--- config.mk ---
export PLATFORM = sky130hd
export DESIGN_NAME = pwm_ramp_ctrl
export DESIGN_NICKNAME = d
export VERILOG_FILES = /design/src/rtl/pwm_ramp_ctrl.sv
export SDC_FILE = /design/constraint.sdc
export NUM_CORES = 1
export LEC_CHECK = 0
export ABC_CLOCK_PERIOD_IN_PS = 5500
export CAP_MARGIN = 5
export CORE_ASPECT_RATIO = 0.5
export CORE_MARGIN = 4
export CORE_UTILIZATION = 42
export CTS_CLUSTER_SIZE = 24
export DETAILED_ROUTE_END_ITERATION = 8
export HOLD_SLACK_MARGIN = 0.1
export PLACE_DENSITY_LB_ADDON = 0.3
export SKIP_CTS_REPAIR_TIMING = 1
export SLEW_MARGIN = 20
export SYNTH_ARGS = -nofsm -noshare
export SYNTH_HDL_FRONTEND = slang
export SYNTH_SLANG_ARGS = --single-unit
--- constraint.sdc ---
create_clock -name clk -period 5.5 [get_ports clk]
set_input_delay 1.1 -clock clk [delete_from_list [all_inputs] [get_ports clk]]
set_output_delay 1.1 -clock clk [all_outputs]
set_load 0.03 [all_outputs]
--- src/rtl/pwm_ramp_ctrl.sv ---
// PWM duty ramp sequencer: programs period, walks duty from START to TARGET
// in STEP increments spaced INTERVAL+2 cycles apart, then leaves PWM enabled.
module pwm_ramp_ctrl #(
    parameter logic [3:0] PWM_PERIOD_ADDR = 4'h0,
    parameter logic [3:0] PWM_DUTY_ADDR   = 4'h4,
    parameter logic [3:0] PWM_EN_ADDR     = 4'h8
) (
    input  logic       clk,
    input  logic       rst,
    input  logic       wen,
    input  logic [3:0] addr,
    input  logic [7:0] wdata,
    output logic       pwm_wen,
    output logic [3:0] pwm_addr,
    output logic [7:0] pwm_wdata,
    output logic       busy,
    output logic       done
);

    localparam int unsigned DW = 8;
    localparam int unsigned AW = 4;

    localparam logic [AW-1:0] ADDR_PERIOD   = 4'h0;
    localparam logic [AW-1:0] ADDR_START    = 4'h1;
    localparam logic [AW-1:0] ADDR_TARGET   = 4'h2;
    localparam logic [AW-1:0] ADDR_STEP     = 4'h3;
    localparam logic [AW-1:0] ADDR_INTERVAL = 4'h4;
    localparam logic [AW-1:0] ADDR_CTRL     = 4'h5;

    typedef enum logic [2:0] {
        IDLE,
        W_PER,
        W_DUTY,
        W_EN,
        WAIT,
        W_STEP,
        FIN,
        W_OFF
    } state_t;

    state_t        state, state_nxt;
    logic [DW-1:0] period_r, start_r, target_r, step_r, interval_r;
    logic [DW-1:0] cur, cur_nxt;
    logic [DW-1:0] cnt, cnt_nxt;
    logic          pwm_wen_nxt;
    logic [AW-1:0] pwm_addr_nxt;
    logic [DW-1:0] pwm_wdata_nxt;

    logic          ctrl_wr, go, abort;
    logic [DW-1:0] step_eff, step_next;
    logic [DW:0]   sum9, diff9;

    assign ctrl_wr = wen && (addr == ADDR_CTRL);
    assign abort   = ctrl_wr && wdata[1];
    assign go      = ctrl_wr && wdata[0] && !wdata[1];

    // Next duty value: move toward TARGET by STEP (0 means 1), saturating at TARGET
    always_comb begin
        step_eff  = (step_r == '0) ? DW'(1) : step_r;
        sum9      = {1'b0, cur} + {1'b0, step_eff};
        diff9     = {1'b0, cur} - {1'b0, step_eff};
        step_next = target_r;
        if (cur < target_r) begin
            if (sum9 <= {1'b0, target_r}) step_next = sum9[DW-1:0];
        end else begin
            if (!diff9[DW] && (diff9[DW-1:0] >= target_r)) step_next = diff9[DW-1:0];
        end
    end

    // Host register file; only writable while idle
    always_ff @(posedge clk) begin
        if (rst) begin
            period_r   <= '0;
            start_r    <= '0;
            target_r   <= '0;
            step_r     <= DW'(1);
            interval_r <= '0;
        end else if (wen && (state == IDLE)) begin
            case (addr)
                ADDR_PERIOD:   period_r   <= wdata;
                ADDR_START:    start_r    <= wdata;
                ADDR_TARGET:   target_r   <= wdata;
                ADDR_STEP:     step_r     <= wdata;
                ADDR_INTERVAL: interval_r <= wdata;
                default: ;
            endcase
        end
    end

    // Next-state, datapath and bus decode; bus values follow the next state so outputs register with it
    always_comb begin
        state_nxt     = state;
        cur_nxt       = cur;
        cnt_nxt       = cnt;
        pwm_wen_nxt   = 1'b0;
        pwm_addr_nxt  = '0;
        pwm_wdata_nxt = '0;

        case (state)
            IDLE: begin
                if (abort) begin
                    state_nxt = W_OFF;
                end else if (go) begin
                    state_nxt = W_PER;
                    cur_nxt   = start_r;
                end
            end
            W_PER:  state_nxt = W_DUTY;
            W_DUTY: state_nxt = W_EN;
            W_EN, W_STEP: begin
                if (cur == target_r) begin
                    state_nxt = FIN;
                end else begin
                    state_nxt = WAIT;
                    cnt_nxt   = interval_r;
                end
            end
            WAIT: begin
                if (cnt == '0) begin
                    state_nxt = W_STEP;
                    cur_nxt   = step_next;
                end else begin
                    cnt_nxt = cnt - DW'(1);
                end
            end
            FIN:     state_nxt = IDLE;
            W_OFF:   state_nxt = IDLE;
            default: state_nxt = IDLE;
        endcase

        if (abort && (state != IDLE) && (state != W_OFF)) begin
            state_nxt = W_OFF;
            cur_nxt   = cur;
            cnt_nxt   = cnt;
        end

        case (state_nxt)
            W_PER: begin
                pwm_wen_nxt   = 1'b1;
                pwm_addr_nxt  = PWM_PERIOD_ADDR;
                pwm_wdata_nxt = period_r;
            end
            W_DUTY, W_STEP: begin
                pwm_wen_nxt   = 1'b1;
                pwm_addr_nxt  = PWM_DUTY_ADDR;
                pwm_wdata_nxt = cur_nxt;
            end
            W_EN: begin
                pwm_wen_nxt   = 1'b1;
                pwm_addr_nxt  = PWM_EN_ADDR;
                pwm_wdata_nxt = DW'(1);
            end
            W_OFF: begin
                pwm_wen_nxt   = 1'b1;
                pwm_addr_nxt  = PWM_EN_ADDR;
                pwm_wdata_nxt = '0;
            end
            default: ;
        endcase
    end

    // State, datapath and registered outputs
    always_ff @(posedge clk) begin
        if (rst) begin
            state     <= IDLE;
            cur       <= '0;
            cnt       <= '0;
            pwm_wen   <= 1'b0;
            pwm_addr  <= '0;
            pwm_wdata <= '0;
            busy      <= 1'b0;
            done      <= 1'b0;
        end else begin
            state     <= state_nxt;
            cur       <= cur_nxt;
            cnt       <= cnt_nxt;
            pwm_wen   <= pwm_wen_nxt;
            pwm_addr  <= pwm_addr_nxt;
            pwm_wdata <= pwm_wdata_nxt;
            busy      <= (state_nxt != IDLE);
            done      <= (state_nxt == FIN);
        end
    end

endmodule

==> summary.txt <==
Outcome
  – Outcome: complete, no violations

Clocking
  – CTS H-Tree Depth: 3
  – Skew-Pair Late Insertion Delay: 0.34 ns
  – Num CTS Buffers: 9
  – CTS Sinks: 72
  – Clock-pin slew of the registers on the worst-case setup and hold paths: 0.06 ns
  – Root Buffer: clkbuf_16
  – CTS Buffer Depth: 2
  – TritonCTS clock tree: yes

Setup path
  – Worst-path cell chain: nor4_1 -> a41o_1 -> ha_1 -> inv_1 -> fa_1 -> o21bai_1 -> a21oi_1 -> o21bai_1 -> a21oi_1 -> xnor2_1 -> ha_1 -> and3_1 -> and3_1 -> a211oi_1 -> a311oi_2 -> and2_1 -> a221o_2 -> a21oi_1 -> o21ai_1
  – Critical path's slowest cell: a221o_2
  – CP Max Fanout: 9
  – Reg2reg start: step_r[6]
  – Most frequent CP cell: a21oi_1
  – Type of origin of the critical path: flip-flop
  – Largest stage delay, worst path: 0.45 ns
  – Critical Path Start: step_r[6]
  – Critical path class: reg -> reg
  – Critical Path Sink Type: flip-flop
  – WP data arrival: 4.83 ns
  – CP required: 5.69 ns

Global routing
  – Total grt overflow: 0
  – Routing usage on met1: 0.2641
  – Initial antenna violation count: 0
  – Largest net degree at the start of global routing: 66
  – Met2 Use GR: 0.2970
  – First-pass GRT wire length: 19580 microns
  – GRT Total Usage: 0.1948
  – GR peak layer: met2
  – Number of global-route vias before repair: 3754
  – Met3 Track Usage GR: 0.06195

STA
  – Final max-slew violation count: 0
  – Fin. Hold Viols: 0
  – Achievable frequency: 215.5 MHz
  – Final setup violation count: 0
  – Tcrit/Tclk final: 0.8437
  – Max Clock Skew: 0.006471 ns
  – Final TNS setup: 0 ns
  – RSZ-0062 raised after global routing: no
  – Fin crit period: 4.640 ns
  – Relative slew slack: 0.3799
  – Worst slew pin tran: 0.9230 ns

Synth
  – Syn avg cell area: 8.651 sq um
  – Area leader, netlist: dfxtp_1
  – Register area share after synthesis: 0.3114
  – Most used DFF post-synth: dfxtp_1
  – Synth warn: 0
  – Post-synth top area share: 0.3114
  – Mapped Cells: 535
  – Post-Synthesis Cell Area: 4628 sq um
  – Netlist cell types: 69
  – Yosys reg bits: 72
  – EDFF count, synth: 0
  – Synth async-reset ratio: 0
  – Area contributors post-synth: dfxtp_1 (31%), ha_1 (12%), mux2i_1 (9.5%)

Floorplan
  – Core footprint: 10480 sq um
  – Initial core utilization: 0.4418
  – Die H: 82.23 microns
  – I/O Pins: 30
  – Die width: 156.5 microns
  – FP Rows: 26
  – DIE AREA: 12870 sq um

Route
  – Via count: 3945
  – Drt first pass iters: 5
  – Initial DRC Count: 379
  – ANT nets after route: 0
  – Avg Vias per Cell: 5.693
  – DRC: 0
  – Final WL: 12170 microns
  – WL/cell: 17.56 microns

Pwr
  – P per Cell Area: 291.9 nW/um^2
  – Flop pwr share: 0.365
  – Leakage: 0.002204 uW
  – Sw frac: 0.2996
  – Psw: 461.8 uW
  – Peak VDD IR: 0.2032 mV
  – Power share of the clock group: 0.410
  – Cell internal pwr: 1080 uW
  – Comb pwr share: 0.225

Finish
  – Final core utilization: 0.5042
  – Area growth, synth to finish: 14.11%
  – Filler instances: 981
  – Diode count: 0
  – Share of post-route cells with drive strength above 1: 0.07957
  – Nets@finish: 609

Hold path
  – HP Start: period_r[3]
  – Hold Crit Class: reg -> reg

Place
  – HPWL after DPL: 8994 microns
  – I/O Buffers: 27
  – RePlAce Congestion: 0.8950

Job
  – Max Cap Violations: 0
-- critical path: cells and delay by family (launching register included) --
kind	cells	cell delay, ns
compound gates	10	2.04
buf+inv	1	0.05
flops	1	0.33
fa+ha+maj	3	0.85
simple gates	4	0.97
xor+xnor	1	0.21
-- cell usage in the layout (no fill, tap or decap), types with 6 or more instances in the layout --
| master | instances |
|---|---|
| a211oi_1 | 12 |
| a21o_1 | 8 |
| a21oi_1 | 26 |
| a22oi_1 | 7 |
| clkbuf_16 | 9 |
| clkdlybuf4s50_1 | 26 |
| dfxtp_1 | 72 |
| ha_1 | 43 |
| inv_1 | 33 |
| mux2i_1 | 44 |
| nand2_1 | 25 |
| nand2b_1 | 8 |
| nand3_1 | 6 |
| nor2_1 | 78 |
| nor2b_1 | 6 |
| nor3_1 | 12 |
| o21ai_0 | 18 |
| o21ai_1 | 7 |
| or3_1 | 7 |
| xnor2_1 | 6 |
-- state kept, by name (all words and copies together) (netlist names) --
name	flops
period_r	8
done	1
target_r	8
busy	1
cnt	8
start_r	8
interval_r	8
pwm_wen	1
cur	8
state	3
pwm_wdata	8
pwm_addr	2
step_r	8
-- cell type report --
| cell class | count | area (sq um) | area share |
|---|---|---|---|
| multi-input combinational | 404 | 2940 | 0.5567 |
| clock inverter | 4 | 77.57 | 0.01469 |
| clock buffer | 11 | 242.7 | 0.04596 |
| inverter | 33 | 123.9 | 0.02345 |
| sequential | 72 | 1441 | 0.2729 |
| tap | 140 | 175.2 | 0.03317 |
| timing repair buffer | 29 | 280.3 | 0.05307 |
-- path summary, 6_finish.rpt --
check | to | slack, ns | depth (start not counted)
setup / recovery | pwm_wdata[2] | 0.86 | 19
hold / removal | pwm_wdata[3] | 0.46 | 2
setup reg to reg | pwm_wdata[2] | 0.86 | 19
hold reg to reg | pwm_wdata[3] | 0.46 | 2
-- power by group through the flow --
stage	clock network, uW	registers [uW]	logic [uW]
2_1_floorplan	0	579	234
3_3_place_gp	0	572	335
3_5_place_dp	0	573	337
4_1_cts	646	561	341
5_1_grt	669	565	375
6_report	632	562	347
-- cell usage after synthesis, types with 2 or more instances --
cell type	count
nor2_1	78
dfxtp_1	72
mux2i_1	44
ha_1	43
inv_1	33
a21oi_1	26
nand2_1	25
o21ai_0	18
clkbuf_1	15
a211oi_1	12
nor3_1	12
a21o_1	8
buf_2	8
nand2b_1	8
a22oi_1	7
o21ai_1	7
or3_1	7
nand3_1	6
nor2b_1	6
xnor2_1	6
a22o_1	5
o21bai_1	5
a221o_1	4
a31o_2	4
and2_1	4
nand4_1	4
nor3_4	4
o21a_1	4
xor2_1	4
a221o_2	3
o31ai_1	3
a211o_1	2
a221oi_1	2
a311oi_2	2
a31oi_1	2
and3_1	2
and3b_1	2
buf_4	2
fa_1	2
nand3b_1	2
o22ai_1	2
o31a_1	2
or2_2	2
-- metrics by stage --
stage / setup slack (ns) / cells / total power, uW / hold slack (ns) / area [sq um]
floorplan: 1.441 / 536 / 812.9 / 0.4275 / 4632
global placement: 1.063 / 678 / 906.8 / 0.4365 / 4961
detailed placement: 0.9798 / 678 / 909.3 / 0.4404 / 4961
CTS: 0.9378 / 693 / 1548 / 0.4551 / 5281
global route: 0.5731 / 693 / 1608 / 0.4721 / 5281
finish: 0.8597 / 693 / 1541 / 0.4572 / 5281
-- logic make-up after synthesis --
kind of cell | Yosys count | share of synthesized area
AO/OA/AOI/OAI | 134 | 0.2093
XOR/XNOR | 10 | 0.01892
adder cells (fa/ha/maj) | 45 | 0.1249
buffers and inverters | 60 | 0.05407
flip-flops | 72 | 0.3114
multiplexers | 44 | 0.09516
other | 1 | 0.0008103
AND/OR/NAND/NOR | 169 | 0.1855
-- layer usage --
layer / routed length (microns) / vias to the layer above
li1: - / 1937
met1: 5885 / 1866
met2: 5204 / 128
met3: 867 / 14
met4: 210 / 0
met5: 0 / -
Power figures use the tool's default switching activity.
